## src/rtl/jtcontra_snd_cmd.sv

```systemverilog
// Main-CPU side sound command transmitter: queues command bytes and hands them
// one at a time to the sound CPU through snd_latch with an snd_irq pulse each.
module jtcontra_snd_cmd #(
  parameter int AW      = 2,
  parameter int IRQ_LEN = 16,
  parameter int GAP_LEN = 4,
  parameter int TOUT    = 65535
)(
  input  logic       clk,
  input  logic       rst,
  input  logic [7:0] cpu_dout,
  input  logic       latch_we,
  input  logic       snd_rd,
  output logic [7:0] snd_latch,
  output logic       snd_irq,
  output logic       fifo_empty,
  output logic       fifo_full,
  output logic       ovf,
  output logic       tout
);

  localparam int              DEPTH     = 1 << AW;
  localparam logic [AW:0]     FULL_CNT  = (AW+1)'(DEPTH);
  localparam logic [15:0]     IRQ_LAST  = 16'(IRQ_LEN - 1);
  localparam logic [15:0]     GAP_LAST  = 16'(GAP_LEN - 1);
  localparam logic [15:0]     TOUT_LAST = 16'((TOUT == 0) ? 0 : TOUT - 1);

  typedef enum logic [1:0] {IDLE, IRQ, WAIT_RD, GAP} state_t;

  state_t        state, state_nx;
  logic [7:0]    mem [DEPTH];
  logic [AW-1:0] wr_ptr, rd_ptr;
  logic [AW:0]   count, count_nx;
  logic          we_prev, rd_prev;
  logic          push, push_ok, pop, rd_ev;
  logic [15:0]   cnt, cnt_nx, timer, timer_nx;
  logic          rd_seen, rd_seen_nx, irq_nx, tout_hit;

  assign push    = latch_we & ~we_prev;
  assign rd_ev   = snd_rd & ~rd_prev;
  // A pop in the same cycle frees a slot, so a push into a full FIFO still fits
  assign push_ok = push && ((count != FULL_CNT) || pop);

  always_comb begin
    count_nx = count + (AW+1)'(push_ok) - (AW+1)'(pop);
  end

  always_comb begin
    state_nx   = state;
    pop        = 1'b0;
    irq_nx     = snd_irq;
    cnt_nx     = cnt;
    timer_nx   = timer;
    rd_seen_nx = rd_seen;
    tout_hit   = 1'b0;
    case (state)
      IDLE: begin
        if (count != '0) begin
          pop        = 1'b1;
          irq_nx     = 1'b1;
          rd_seen_nx = 1'b0;
          timer_nx   = '0;
          cnt_nx     = '0;
          state_nx   = IRQ;
        end
      end
      IRQ: begin
        if (rd_ev) rd_seen_nx = 1'b1;
        if (cnt == IRQ_LAST) begin
          irq_nx   = 1'b0;
          cnt_nx   = '0;
          state_nx = WAIT_RD;
        end else begin
          cnt_nx = cnt + 16'd1;
        end
      end
      WAIT_RD: begin
        // The timeout fires on the TOUT-th cycle spent waiting here
        if (rd_seen || rd_ev) begin
          cnt_nx   = '0;
          state_nx = GAP;
        end else if ((TOUT != 0) && (timer == TOUT_LAST)) begin
          tout_hit = 1'b1;
          cnt_nx   = '0;
          state_nx = GAP;
        end else begin
          timer_nx = timer + 16'd1;
        end
      end
      GAP: begin
        if (cnt == GAP_LAST) state_nx = IDLE;
        else                 cnt_nx   = cnt + 16'd1;
      end
      default: state_nx = IDLE;
    endcase
  end

  always_ff @(posedge clk) begin
    if (push_ok) mem[wr_ptr] <= cpu_dout;
  end

  always_ff @(posedge clk) begin
    if (rst) begin
      state      <= IDLE;
      wr_ptr     <= '0;
      rd_ptr     <= '0;
      count      <= '0;
      we_prev    <= 1'b0;
      rd_prev    <= 1'b0;
      cnt        <= '0;
      timer      <= '0;
      rd_seen    <= 1'b0;
      snd_latch  <= 8'd0;
      snd_irq    <= 1'b0;
      fifo_empty <= 1'b1;
      fifo_full  <= 1'b0;
      ovf        <= 1'b0;
      tout       <= 1'b0;
    end else begin
      state      <= state_nx;
      we_prev    <= latch_we;
      rd_prev    <= snd_rd;
      cnt        <= cnt_nx;
      timer      <= timer_nx;
      rd_seen    <= rd_seen_nx;
      snd_irq    <= irq_nx;
      count      <= count_nx;
      fifo_empty <= (count_nx == '0);
      fifo_full  <= (count_nx == FULL_CNT);
      if (push_ok) wr_ptr <= wr_ptr + 1'b1;
      if (pop) begin
        rd_ptr    <= rd_ptr + 1'b1;
        snd_latch <= mem[rd_ptr];
      end
      if (push && !push_ok) ovf  <= 1'b1;
      if (tout_hit)         tout <= 1'b1;
    end
  end

endmodule

```

## config.mk

```make
export PLATFORM = sky130hd
export DESIGN_NAME = jtcontra_snd_cmd
export DESIGN_NICKNAME = d
export VERILOG_FILES = /design/src/rtl/jtcontra_snd_cmd.sv
export SDC_FILE = /design/constraint.sdc
export NUM_CORES = 1
export LEC_CHECK = 0
export ABC_AREA = 1
export CAP_MARGIN = 10
export CELL_PAD_IN_SITES_DETAIL_PLACEMENT = 2
export CELL_PAD_IN_SITES_GLOBAL_PLACEMENT = 2
export CORE_UTILIZATION = 35
export DETAILED_ROUTE_END_ITERATION = 12
export GPL_ROUTABILITY_DRIVEN = 0
export PLACE_DENSITY_LB_ADDON = 0.1
export SETUP_SLACK_MARGIN = 0.5
export SLEW_MARGIN = 30
export SYNTH_ARGS = -nofsm -noshare
export SYNTH_HDL_FRONTEND = slang
export SYNTH_SLANG_ARGS = --single-unit
```

## constraint.sdc

```tcl
create_clock -name clk -period 4.3 [get_ports clk]
set_input_delay 0.86 -clock clk [delete_from_list [all_inputs] [get_ports clk]]
set_output_delay 0.86 -clock clk [all_outputs]
set_load 0.02 [all_outputs]
```

==> metrics.md <==
| Metric | Value |
|---|---|
| Drt drc | 0 |
| Syn Std Cell Area | 4480 um^2 |
| CP required | 4490 ps |
| Synth unique cells | 32 |
| Synth Area per Inst | 7.60 um^2 |
| Iteration-0 DRC Markers | 163 |
| CTS Buffer Depth | 2 |
| Synth warn | 0 |
| Drt first pass iters | 4 |
| Cells after Synth | 589 |
| FF-to-FF setup slack | between 1000 and 1500 ps |
| Row Count | 40 |
| #FFs+latches synth | 89 |
| # resized after CTS | 0 |
| Leak | 1.86 nW |
| Ys async rst share | 0 |
| Post-synth top area share | 0.255 |
| Slew headroom | 0.390 |
| Die height | 115 um |
| Initial antenna violation count | 0 |
| CTS tree | built |
| Slew of the pin with the lowest slew margin | 912 ps |
| Gr ovfl total | 0 |
| Number of flops mapped to enable cells by yosys | 32 |
| Critical Path AT | 3210 ps |
| Final Hold Viols | 0 |
| Slew Limit Fails | 0 |
| Synth-to-layout area growth | 15.6% |
| Hold buffer count at CTS | 0 |
| Worst-path clk slew | 70 ps |
| Initial core utilization | 0.365 |
| Final ANT Viol Nets | 0 |
| Status | complete, no violations |
| Clk Latency, worst-skew pair | 350 ps |
| Cell area power density | 572 nW/um^2 |
| Mux cell area share after synthesis | 0 |
| Crit. End Element | flip-flop |
| Peak Freq | 331 MHz |
| Top cell type by total area after synthesis | dfxtp_1 |
| Worst VDD drop | 0.194 mV |
| FF-to-FF path depth | 11 |
| Setup violators final | 0 |
| Period utilisation layout | 0.703 |
| CP cell instances | inv_1, ha_1, nand2_1, clkinv_1, ha_1, inv_1, ha_1, fa_1, inv_1, nand2_1, o21ai_0 |
| Synth Area in Simple Gates | 0.286 |
| Die W | between 100 and 150 um |
| Max Cap Viol | 0 |
| Crit Path Max Fanout | 19 |
| GRT Total Usage | 0.222 |
| Total number of vias | 3962 |
| TritonCTS Sinks | 89 |
| Critical path launch point type | flip-flop |
| Total power | approximately 3.0 mW |
| Worst path max stage delay | 500 ps |
| Min cycle time layout | 3020 ps |
| Vias in the first global route | about 4400 |
| Top FF cell, synth | dfxtp_1 |
| Fin nets | 632 |
| Filler-free cell count of the finished design | 779 |
| DR vias/cell | 5.09 |
| Largest net degree at the start of global routing | 39 |
| Setup TNS after final layout | 0 ps |
| Synth Area in Compound Gates | 0.111 |
| Core Footprint | 12300 um^2 |
| DIE AREA | about 13000 um^2 |
| Number of CTS-inserted buffers | 9 |
| Synth Area in XOR/XNOR | 0.0293 |
| Top cells by count, synth | nand2_1 (141), nor2_1 (110), dfxtp_1 (57), inv_1 (48), a21oi_1 (41) |
| # diodes | 0 |
| Drt wl/cell | 17.1 um |
| Dominant cells by area after synthesis | dfxtp_1 (25%), edfxtp_1 (21%), nand2_1 (12%) |
| IO buf count | 24 |
| I/O pins | 25 |
| Setup CP Type | flip-flop to flip-flop |
| Seq/Total Area, Yosys | 0.469 |
| Setup Skew | ~11 ps |
| First-pass GRT wire length | 22.2 mm |
| Worst hold path class | flip-flop to flip-flop |
| Share of layout cells above drive strength 1 | 0.0393 |
| RSZ-0062 raised after global routing | false |
| Largest family of logic cells by synthesized area | simple AND/OR/NAND/NOR gates |
| Final WL | 13.3 mm |
| Count leader, synth | nand2_1 |
| Placed cells | 763 |
| Setup Fix Bufs, Post-CTS | 0 |
| Post-synthesis adder-cell area fraction | 0.0408 |
| H-Tree Depth | 3 |
| Syn nets | just over 600 |
| Root buf cell | clkbuf_16 |
| Slowest library cell on the worst path | ha_1 |
| Dpl hpwl | 9.49 mm |
| Worst Hold Depth | 2 |
## layout make-up
type / count / area [um^2]
tap: 168 / 210
sequential: 89 / 2100
inverter: 52 / 196
multi-input combinational: 429 / 2090
clock buffer: 10 / 239
timing repair buffer: 25 / 248
clock inverter: 6 / 88.8
fill: 1420 / 7090
## power breakdown
group / leakage [nW] / total, mW / internal (mW) / switching (mW)
sequential: 0.756 / 1.09 / 0.986 / 0.102
combinational: 0.945 / 0.993 / 0.294 / 0.698
clock: 0.157 / 0.880 / 0.528 / 0.352
## cells in the final DEF, fill, tap and decap left out, types with 2 or more instances in the layout
cell type,instances
nor3_1,4
a21oi_1,41
a31oi_1,8
clkinv_1,4
inv_1,48
dfxtp_1,57
ha_1,13
clkdlybuf4s50_1,24
o21bai_1,4
clkbuf_16,9
nand2_1,141
nand4_1,14
xnor2_1,4
xor2_1,11
nor2_1,110
bufinv_16,2
nand3_1,28
nand2_4,2
inv_6,2
and2_1,3
nor2_2,2
edfxtp_1,32
o21ai_0,36
## worst paths after layout
kind | from | end
setup / recovery | state[0] | fifo_empty
hold / removal | ovf | ovf
setup reg to reg | state[0] | fifo_empty
hold reg to reg | ovf | ovf
## logic make-up after synthesis
family | count (synthesis)
flops | 89
xor+xnor | 15
fa+ha+maj | 14
buf+inv | 71
simple gates | 308
compound gates | 92
## sequential cells by signal (all words and copies together) (netlist names)
name,cells
rd_ptr,2
mem,32
fifo_full,1
snd_latch,8
rd_seen,1
tout,1
ovf,1
state,2
timer,16
rd_prev,1
count,3
we_prev,1
fifo_empty,1
snd_irq,1
wr_ptr,2
cnt,16
## worst max-delay path, delay by kind of cell, from the launching register on
family,cells,cell delay (ps)
flops,1,390
buf+inv,4,670
compound gates,1,110
fa+ha+maj,4,1450
simple gates,2,240
## metrics by stage
stage | hold WS (ps) | cell area, um^2 | utilization | setup WS [ps]
global placement | 436 | 4850 | 0.395 | 1290
floorplan | 441 | 4480 | - | 1870
finish | 475 | 5180 | 0.422 | 1280
CTS | 480 | 5180 | 0.422 | 1260
global route | 495 | 5180 | 0.422 | 1100
detailed placement | 468 | 4850 | 0.395 | 1130
## per-layer routing
| metal | vias to the layer above | GRT usage | routed length (um) |
|---|---|---|---|
| li1 | 1958 | - | - |
| met1 | 1949 | 0.266 | 6080 |
| met2 | 38 | 0.404 | 6790 |
| met3 | 17 | 0.0274 | 229 |
| met4 | 0 | 0.0883 | 233 |
| met5 | - | 0 | 0 |
(Power assumes the default switching activity.)
